## src/rtl/fetch_unit_if.sv

```systemverilog
// Fetch-stage bus: instruction memory port, D-stage control inputs and F/D outputs.
interface fetch_unit_if;
    logic [31:0] instr;
    logic        stall;
    logic        redirectD;
    logic [31:0] targetD;
    logic        branchD;
    logic        eretD;
    logic [31:0] epc;
    logic        excReq;
    logic [31:0] pcF;
    logic [31:0] instrD;
    logic [31:0] pcD;
    logic [4:0]  excCodeD;
    logic        bdD;

    // Pipeline side: drives memory data and control, observes fetch state.
    modport master (
        output instr, stall, redirectD, targetD, branchD, eretD, epc, excReq,
        input  pcF, instrD, pcD, excCodeD, bdD
    );

    // Fetch unit side.
    modport slave (
        input  instr, stall, redirectD, targetD, branchD, eretD, epc, excReq,
        output pcF, instrD, pcD, excCodeD, bdD
    );
endinterface

```

## src/rtl/fetch_unit.sv

```systemverilog
// Instruction-fetch front end: owns the PC, checks fetch legality and loads the F/D register.
module fetch_unit #(
    parameter logic [31:0] RESET_PC   = 32'h0000_3000,
    parameter logic [31:0] HANDLER_PC = 32'h0000_4180,
    parameter logic [31:0] IM_LO      = 32'h0000_3000,
    parameter logic [31:0] IM_HI      = 32'h0000_6FFC
) (
    input logic        clk,
    input logic        reset,
    fetch_unit_if.slave bus
);

    localparam logic [4:0] EXC_NONE = 5'd0;
    localparam logic [4:0] EXC_ADEL = 5'd4;

    logic [31:0] pc_q, pc_d;
    logic [31:0] instr_q, instr_d;
    logic [31:0] pcd_q, pcd_d;
    logic [4:0]  code_q, code_d;
    logic        bd_q, bd_d;

    logic        fetch_bad;
    logic [31:0] instr_f;
    logic [4:0]  code_f;

    // Fetch legality check; memory data is never forwarded for an illegal address.
    always_comb begin
        fetch_bad = (pc_q[1:0] != 2'b00) || (pc_q < IM_LO) || (pc_q > IM_HI);
        instr_f   = fetch_bad ? 32'h0 : bus.instr;
        code_f    = fetch_bad ? EXC_ADEL : EXC_NONE;
    end

    // Next PC and F/D contents: excReq > stall > eretD > redirectD > sequential.
    always_comb begin
        pc_d    = pc_q;
        instr_d = instr_q;
        pcd_d   = pcd_q;
        code_d  = code_q;
        bd_d    = bd_q;
        if (bus.excReq) begin
            pc_d    = HANDLER_PC;
            instr_d = 32'h0;
            pcd_d   = pc_q;   // bubble keeps a valid PC for EPC
            code_d  = EXC_NONE;
            bd_d    = 1'b0;
        end else if (bus.stall) begin
            // hold everything
        end else if (bus.eretD) begin
            // eret has no delay slot: squash the word fetched behind it
            pc_d    = bus.epc;
            instr_d = 32'h0;
            pcd_d   = pc_q;
            code_d  = EXC_NONE;
            bd_d    = 1'b0;
        end else begin
            pc_d    = bus.redirectD ? bus.targetD : pc_q + 32'd4;
            instr_d = instr_f;
            pcd_d   = pc_q;
            code_d  = code_f;
            bd_d    = bus.branchD;
        end
    end

    // State registers with synchronous reset.
    always_ff @(posedge clk) begin
        if (reset) begin
            pc_q    <= RESET_PC;
            instr_q <= 32'h0;
            pcd_q   <= RESET_PC;
            code_q  <= EXC_NONE;
            bd_q    <= 1'b0;
        end else begin
            pc_q    <= pc_d;
            instr_q <= instr_d;
            pcd_q   <= pcd_d;
            code_q  <= code_d;
            bd_q    <= bd_d;
        end
    end

    assign bus.pcF      = pc_q;
    assign bus.instrD   = instr_q;
    assign bus.pcD      = pcd_q;
    assign bus.excCodeD = code_q;
    assign bus.bdD      = bd_q;

endmodule

```

## src/flat_wrapper.sv

```systemverilog
// flat-port wrapper written by rule: the top's interface ports become plain ports
module fetch_unit_flat 
#(
    parameter logic [31:0] RESET_PC   = 32'h0000_3000,
    parameter logic [31:0] HANDLER_PC = 32'h0000_4180,
    parameter logic [31:0] IM_LO      = 32'h0000_3000,
    parameter logic [31:0] IM_HI      = 32'h0000_6FFC
)
  (clk, reset, bus_instr, bus_stall, bus_redirectD, bus_targetD, bus_branchD, bus_eretD, bus_epc, bus_excReq, bus_pcF, bus_instrD, bus_pcD, bus_excCodeD, bus_bdD);
  fetch_unit_if bus_i ();
  input logic clk;
  input logic reset;
  input wire logic [$bits(bus_i.instr)-1:0] bus_instr;
  input wire logic [$bits(bus_i.stall)-1:0] bus_stall;
  input wire logic [$bits(bus_i.redirectD)-1:0] bus_redirectD;
  input wire logic [$bits(bus_i.targetD)-1:0] bus_targetD;
  input wire logic [$bits(bus_i.branchD)-1:0] bus_branchD;
  input wire logic [$bits(bus_i.eretD)-1:0] bus_eretD;
  input wire logic [$bits(bus_i.epc)-1:0] bus_epc;
  input wire logic [$bits(bus_i.excReq)-1:0] bus_excReq;
  output wire logic [$bits(bus_i.pcF)-1:0] bus_pcF;
  output wire logic [$bits(bus_i.instrD)-1:0] bus_instrD;
  output wire logic [$bits(bus_i.pcD)-1:0] bus_pcD;
  output wire logic [$bits(bus_i.excCodeD)-1:0] bus_excCodeD;
  output wire logic [$bits(bus_i.bdD)-1:0] bus_bdD;
  assign bus_i.instr = bus_instr;
  assign bus_i.stall = bus_stall;
  assign bus_i.redirectD = bus_redirectD;
  assign bus_i.targetD = bus_targetD;
  assign bus_i.branchD = bus_branchD;
  assign bus_i.eretD = bus_eretD;
  assign bus_i.epc = bus_epc;
  assign bus_i.excReq = bus_excReq;
  assign bus_pcF = bus_i.pcF;
  assign bus_instrD = bus_i.instrD;
  assign bus_pcD = bus_i.pcD;
  assign bus_excCodeD = bus_i.excCodeD;
  assign bus_bdD = bus_i.bdD;
  fetch_unit #(.RESET_PC(RESET_PC), .HANDLER_PC(HANDLER_PC), .IM_LO(IM_LO), .IM_HI(IM_HI)) u_core (.clk(clk), .reset(reset), .bus(bus_i));
endmodule
```

## config.mk

```make
export PLATFORM = sky130hd
export DESIGN_NAME = fetch_unit_flat
export DESIGN_NICKNAME = d
export VERILOG_FILES = /design/src/rtl/fetch_unit_if.sv /design/src/rtl/fetch_unit.sv /design/src/flat_wrapper.sv
export SDC_FILE = /design/constraint.sdc
export NUM_CORES = 1
export LEC_CHECK = 0
export BUFFER_PORTS_ARGS = -buffer_cell sky130_fd_sc_hd__buf_4
export CAP_MARGIN = 40
export CORE_ASPECT_RATIO = 0.75
export CORE_UTILIZATION = 45
export CTS_BUF_LIST = sky130_fd_sc_hd__clkbuf_4 sky130_fd_sc_hd__clkbuf_8
export DETAILED_ROUTE_END_ITERATION = 12
export GPL_ROUTABILITY_DRIVEN = 0
export PLACE_DENSITY = 0.81
export SLEW_MARGIN = 20
export SYNTH_ARGS = -nofsm -noshare
export SYNTH_HDL_FRONTEND = slang
export SYNTH_SLANG_ARGS = --single-unit
```

## constraint.sdc

```tcl
create_clock -name clk -period 5.4 [get_ports clk]
set_clock_uncertainty 0.1 [all_clocks]
set_input_delay 0.27 -clock clk [delete_from_list [all_inputs] [get_ports clk]]
set_output_delay 0.27 -clock clk [all_outputs]
set_load 0.02 [all_outputs]
```

# Yosys cells after proc, flatten, opt, wreduce, memory -nomap -nowiden
# Cells that the tools add are included.
dict set report classes {
  eq_ne 1
  addsub 1
  n_mux 11
  reduce_logical 4
  magnitude_cmp 2
}
# cell count
set ops {}
lappend ops {{$mux 32} 6}
lappend ops {{$add 32x3->32 const B} 1}
lappend ops {{$gt 32x15->1 const B} 1}
lappend ops {{$lt 32x14->1 const B} 1}
lappend ops {{$mux 15} 2}
lappend ops {{$mux 5} 1}
lappend ops {{$mux 3} 1}
lappend ops {{$logic_or 1x1->1} 2}
lappend ops {{$ne 2x1->1 const B} 1}
lappend ops {{$reduce_bool 2->1} 1}
lappend ops {{$reduce_or 2->1} 1}
lappend ops {{$mux 1} 1}
dict set report word_totals {
  elab_cells 25
  regBits 102
  in_bits 103
  output_inout_bits 102
}

# Longest topological paths before layout
# Gate-level depths: netlist of run 1.
dict set report logic_depth {
  ltp_word 5
  mapped_depth 8
  mapped_depth_nobuf 6
}

# Least setup slack after synthesis of run 1
# OpenSTA, ideal clock, no wires.
dict set report synth_path {
  path_type {reg-to-reg}
  start {register u_core.pc_q[12], in the netlist u_core.bus.pcF[12]}
  end {register u_core.pc_q[31], in the netlist u_core.bus.pcF[31]}
  arrival_time_ps 2257
  t_required_ps 5238
  slack_ps 2981
  path_stages_with_launch 7
  setup_ps 62
  path_buffers 1
  synth_period_minus_slack_ps 2419
  cell_sequence {dfxtp_1 -> clkbuf_2 -> nand3_4 -> or4_4 -> or4_1 -> or4_1 -> nand3_1}
}
dict set report synth_via {
  elab_chain_cells 3
}
# element line
set synth_rtl {}
lappend synth_rtl {{start, declared} fetch_unit.sv:16} ;# logic [31:0] pc_q, pc_d;
lappend synth_rtl {{start signal, assigned} fetch_unit.sv:73} ;# pc_q <= pc_d;
lappend synth_rtl {{$add 32x3->32} fetch_unit.sv:56} ;# pc_d = bus.redirectD ? bus.targetD : pc_q + 32'd4;
lappend synth_rtl {{$mux 32} fetch_unit.sv:56}
lappend synth_rtl {{$mux 32} fetch_unit.sv:48} ;# end else if (bus.eretD) begin
# No other way between the ends.
# A chain may end at the register's enable or synchronous reset.

# Worst setup path after layout of run 1
dict set report layout_path {
  start {input bus_stall}
  end {register u_core.pc_q[12], in the netlist u_core.bus.pcF[12]}
}
dict set report layout_via {
  elab_chain_cells 1
}
# element line
set layout_rtl {}
lappend layout_rtl {{start, declared} flat_wrapper.sv:14} ;# input wire logic [$bits(bus_i.stall)-1:0] bus_stall;
lappend layout_rtl {{$ne 2x1->1 (no line)} n/a}
# No other way between the ends.

==> reports/qor.csv, run 1 <==
metric,value,unit
slowest cell delay on critical path,0.80,ns
Final Util,65.72,%
"Seq/Total Area, Yosys",43.23,%
"Hold Vio Cnt, Final",0,
Layout Area Growth over Synthesis,41.00,%
Row Count,31,
Worst Hold Class,in -> reg,
critical path capture point type,register,
final period utilization,47.49,%
CP Launch Type,input pin,
Compound-Gate Fraction of Synth Area,28.76,%
multiplexer share of the synthesized area,1.323,%
DP HPWL,11620,um
"Cell Area, Synth",4538,um^2
Most used DFF post-synth,dfxtp_1,
Slew HR,43.99,%
worst path arrival time,2.73,ns
maxcap violations,0,
CTS sink cnt,98,
Skew-Pair Late Insertion Delay,0.36,ns
Max Clock Freq,390.0,MHz
power density over cell area,246.9,nW/um^2
Initial Util,46.61,%
Iteration-0 DRC Markers,530,
synth warn,0,
Netlist cell types,53,
RSZ-0062 raised after global routing,no,
Routed WL per cell,18.71,um
GRT Overall Usage,29.88,%
Worst-path clk slew,0.10,ns
Tmin final,2.564,ns
Worst-Margin Slew,0.8350,ns
die area,10490,um^2
CTS Buf Count,9,
status,completed,
CP max FO,42,
Die Y,88.97,um
gr ovfl total,0,
simple-gate share of the synthesized area,20.49,%
largest net degree at the start of global routing,43,
fraction of final layout cells with drive strength greater than 1,30.91,%
Top Ports,205,
Crit Path Category,in -> reg,
Routed WL,16390,um
I/O Buffers,200,
fin. max-slew vios,0,
Fin Setup TNS,0,ns
Adder-Cell Fraction of Synth Area,0.2757,%
CP most frequent cell,buf_4,
core area,9736,um^2
via count,5231,
Clock Path Buffers,2,
Via density,5.971,
Critical-path top delay cell,clkinv_1,
"Async S/R FF share, synth",0,%
critical-path cell list,"buf_4, clkinv_1, nor2_2, buf_4, o21ai_0, o311ai_0",
DIE WIDTH,118.0,um
residual DRC count,0,
CTS tree,yes,
Fillers,821,
peak supply drop,0.1266,mV
Antenna Violating Nets Remaining,0,
Final nets,843,
Mapped Cells,561,
ant diodes,0,
Leakage,0.002661,uW
CP Data Required Time,5.57,ns
Post-Syn Area per Cell,8.089,um^2
Yosys reg bits,98,
final setup fails,0,
drt pass-1 iters,6,
Setup Buffers After CTS,0,
vias in the first global route,4744,
depth of the CTS H-tree,3,
initial antenna violation count,0,
root buf cell,clkbuf_8,
largest family of logic cells by synthesized area,compound AO/OA/AOI/OAI gates,
Post-synth EDFFs,0,
global-route wire length before repair,24660,um
Synth Area in XOR/XNOR,0.1930,%
[Yosys cell counts, types with 8 or more instances]
cell,n,share of area (%)
a21oi_1,58,6.4
a22o_1,34,6.6
a22oi_1,12,2.0
clkbuf_1,43,3.6
dfxtp_1,98,43
inv_1,10,0.83
nand2_1,90,7.4
nand3_1,17,1.9
nand4_1,11,1.5
nor2_1,30,2.5
nor3_1,8,0.88
nor4_1,11,1.5
o21ai_0,30,3.3
o22ai_1,12,1.7
[layer usage]
metal  wire, um  share of wire, %  GRT usage [%]  up-vias
met1       6881                42          40.08     2445
met3       1702                10          8.610       37
met2       7498                46          46.58      323
met4        308               1.9          10.02        0
li1           -                 -              -     2426
met5          0                 0              0        -
[registers in the layout (all words and copies together) (netlist names), named ones only]
name	cells
u_core.bus.bdD	1
u_core.bus.excCodeD	1
u_core.bus.instrD	32
u_core.bus.pcD	32
u_core.bus.pcF	30
[through the flow]
stage / cells / setup slack, ns / hold WS [ns] / area (um^2) / total power, uW
3_5_place_dp: 850 / 2.578 / 0.3466 / 6066 / 1027
3_3_place_gp: 848 / 2.290 / 0.3430 / 6036 / 1020
4_1_cts: 867 / 2.883 / 0.001012 / 6309 / 1567
2_1_floorplan: 564 / 2.981 / 0.2874 / 4549 / 903.8
6_report: 876 / 2.836 / 0.003070 / 6399 / 1580
5_1_grt: 876 / 2.684 / 0.0005896 / 6399 / 1630
[cell usage in the layout, fill, tap and decap left out, drive strengths merged, types with 8 or more instances in the layout]
master / count
a21oi: 58
a22o: 34
dlygate4sd3: 10
o21ai: 30
inv: 12
nor2: 30
a22oi: 12
nand3: 18
o22ai: 12
buf: 206
nor3: 8
nor4: 11
clkbuf: 9
nand2: 90
dfxtp: 98
nand4: 11
[worst max-delay path, delay by kind of cell]
kind,cells,cell delay [ns]
AOI/OAI and AO/OA,2,0.25
buffers and inverters,3,1.56
and+or+nand+nor,1,0.61
[where the power goes]
group          switching [uW]  total [uW]  internal [uW]  leakage (uW)
registers                31.7         774            742      0.000796
logic                     133         249            116       0.00175
clock network             287         558            270      0.000117
[cell families (layout without fill, tap and decap cells)]
| family | count (synthesis) | count (layout) |
|---|---|---|
| flops | 98 | 98 |
| simple gates | 196 | 196 |
| xor+xnor | 1 | 1 |
| fa+ha+maj | 1 | 1 |
| compound gates | 195 | 195 |
| buf+inv | 63 | 243 |
| other cells | 1 | 4 |
| mux | 6 | 6 |
[layout make-up]
cell class	count	area (um^2)	share of cell area [%]
clock buffers	9	123.9	1.936
clock inverters	7	108.9	1.701
inverters	11	41.29	0.6453
multi-input cells	403	2344	36.62
flip-flops and latches	98	1962	30.66
well taps	132	165.2	2.581
repair buffers	216	1654	25.85
[timing repair]
item / CTS / global route
hold buffers: 1 / 9
hold endpoints to repair: 1 / 9
gates resized for setup: 0 / 0
endpoints found under the setup margin: 0 / 0
[path summary, 6_finish.rpt]
kind	start	end	slack [ns]	cells after the start
setup / recovery	bus_stall	u_core.bus.pcF[12]$_SDFFE_PP1P_	2.84	6
hold / removal	bus_instr[21]	u_core.bus.instrD[21]$_SDFFE_PP0N_	0.003	2
setup reg to reg	u_core.bus.pcF[2]$_SDFFE_PP0N_	u_core.bus.pcF[31]$_SDFFE_PP0N_	2.86	5
hold reg to reg	u_core.bus.pcD[11]$_SDFFE_PP0P_	u_core.bus.pcD[11]$_SDFFE_PP0P_	0.36	2
Note: power is estimated with default switching activity, not from simulation.
==> run 2, diff against run 1 <==
==> constraint.sdc (replaced) <==
create_clock -name clk -period 2.7 [get_ports clk]
set_clock_uncertainty 0.1 [all_clocks]
set_input_delay 0.135 -clock clk [delete_from_list [all_inputs] [get_ports clk]]
set_output_delay 0.135 -clock clk [all_outputs]
set_load 0.02 [all_outputs]
==> reports/qor.csv, run 2 (same netlist as run 1, synthesis figures left out) <==
metric,value,unit
final period utilization,92.81,%
Worst Hold Class,in -> reg,
R2R Path End,u_core.bus.pcF[19]$_SDFFE_PP0N_,
Initial Util,46.61,%
Worst-path clk slew,0.10,ns
Worst-Margin Slew,0.5598,ns
Slew HR,62.33,%
residual DRC count,0,
Min-Delay Path Depth,3,
CTS Buf Count,9,
depth of the CTS H-tree,3,
CP most frequent cell,buf_4,
Iteration-0 DRC Markers,710,
Layout Area Growth over Synthesis,48.19,%
Clock Path Buffers,2,
maxcap violations,0,
Final nets,887,
Routed WL,17870,um
Fin Setup TNS,0,ns
peak supply drop,0.2861,mV
CP Launch Type,register,
"commonest non-fill, non-tap cell in the layout",buf_4,
Antenna Violating Nets Remaining,0,
Sequential Power Share,51.8,%
Skew-Pair Late Insertion Delay,0.37,ns
CP Data Required Time,2.90,ns
ant diodes,0,
CTS tree,yes,
DP HPWL,12310,um
setup slack after layout,0.1940,ns
root buf cell,clkbuf_8,
sw power,869.7,uW
largest net degree at the start of global routing,41,
Post-CTS Resized,0,
critical-path cell list,"nand4_1, buf_4, nor4_1, buf_4, and3_1, a222oi_1, dlygate4sd3_1, o21ai_0",
Tmin final,2.506,ns
slowest cell delay on critical path,0.58,ns
worst path arrival time,2.71,ns
post-place setup slack,0.3467,ns
Comb power frac,19.2,%
"Hold Vio Cnt, Final",0,
initial antenna violation count,0,
fraction of final layout cells with drive strength greater than 1,30.50,%
critical path capture point type,register,
Critical-path top delay cell,dlygate4sd3_1,
core area,9736,um^2
"commonest cells after routing, fill and taps aside","218 x buf_4, 98 x dfxtp_1, 90 x nand2_1",
via count,5448,
Max Clock Freq,399.0,MHz
Crit Path Category,reg -> reg,
vias in the first global route,5039,
P_int,2095,uW
I/O Buffers,200,
Die Y,88.97,um
switching portion of total power,29.34,%
final setup fails,0,
Register Area,1962,um^2
Top Ports,205,
hold_buf cts,42,
footprint of the multi-input gates,2336,um^2
Setup Buffers After CTS,0,
drt pass-1 iters,6,
GRT Overall Usage,32.82,%
RSZ-0062 raised after global routing,no,
share of total power in the clock network,29.0,%
power density over cell area,440.8,nW/um^2
gr ovfl total,0,
worst r2r src,u_core.bus.pcF[4]$_SDFFE_PP0N_,
CTS sink cnt,98,
global-route wire length before repair,26700,um
depth of the worst register-to-register path,8,
Fillers,819,
DIE WIDTH,118.0,um
Reg2Reg Setup Slack,0.19,ns
fin. max-slew vios,0,
Routed WL per cell,19.45,um
Hold Path End,u_core.bus.pcF[27]$_SDFFE_PP0N_,
CP max FO,8,
Leakage,0.002821,uW
hold_sp,bus_targetD[27],
Row Count,31,
die area,10490,um^2
status,completed,
Via density,5.928,
[run 2: cell count changes in the layout (fill, tap and decap cells not counted), moves of 2 or more]
cell,before,now
bufinv_16,2,0
clkinv_2,0,3
dlygate4sd3_1,10,42
inv_8,2,0
buf_4,205,218
[run 2: worst max-delay path, delay by kind of cell, from the launching register on]
kind,cells,cell delay (ns)
flops,1,0.46
simple gates,3,0.65
compound gates,2,0.22
buf+inv,3,1.02
[run 2: per-layer routing]
| metal | vias up | part of all wire [%] | routed length, um | global-route usage [%] |
|---|---|---|---|---|
| li1 | 2503 | - | - | - |
| met1 | 2563 | 41 | 7417 | 44.00 |
| met2 | 344 | 46 | 8309 | 53.32 |
| met3 | 38 | 9.9 | 1764 | 7.207 |
| met4 | 0 | 2.1 | 382 | 10.72 |
| met5 | - | 0 | 0 | 0 |
[run 2: power by group through the flow]
stage          combinational [uW]  sequential [uW]  clock (uW)
3_5_place_dp                  503             1570           0
3_3_place_gp                  494             1560           0
6_report                      570             1530         859
2_1_floorplan                 212             1600           0
5_1_grt                       601             1540         927
4_1_cts                       556             1530         866
[run 2: worst max-delay path by stage]
stage / start / endpoint / slack, ns / depth (start not counted)
2_1_floorplan: u_core.bus.pcF[12]$_SDFFE_PP1P_ / u_core.bus.pcF[31]$_SDFFE_PP0N_ / 0.28 / 6
3_3_place_gp: u_core.bus.pcF[13]$_SDFFE_PP1P_ / u_core.bus.pcF[31]$_SDFFE_PP0N_ / 0.39 / 5
3_5_place_dp: u_core.bus.pcF[13]$_SDFFE_PP1P_ / u_core.bus.pcF[31]$_SDFFE_PP0N_ / 0.35 / 5
4_1_cts: u_core.bus.pcF[2]$_SDFFE_PP0N_ / u_core.bus.pcF[19]$_SDFFE_PP0N_ / 0.22 / 8
5_1_grt: u_core.bus.pcF[2]$_SDFFE_PP0N_ / u_core.bus.pcF[19]$_SDFFE_PP0N_ / 0.01 / 8
6_report: u_core.bus.pcF[4]$_SDFFE_PP0N_ / u_core.bus.pcF[19]$_SDFFE_PP0N_ / 0.19 / 8
[run 2: through the flow]
stage,utilization (%),instance area [um^2],hold WS (ns),cells,power [uW]
after floorplan,-,4549,0.1524,564,1808
after global placement,63.08,6141,0.2448,862,2057
after detailed placement,63.08,6141,0.2498,862,2069
after CTS,69.08,6725,0.002483,919,2954
after global routing,69.08,6725,0.008449,919,3069
final,69.08,6725,0.005133,919,2965
[run 2: final cells by class]
type | count | share of cell area, %
Clock inverter | 5 | 0.4837
Timing Repair Buffer | 260 | 30.59
Inverter | 11 | 0.6140
Tap cell | 132 | 2.456
Clock buffer | 10 | 1.953
Sequential cell | 98 | 29.17
Multi-Input combinational cell | 403 | 34.73
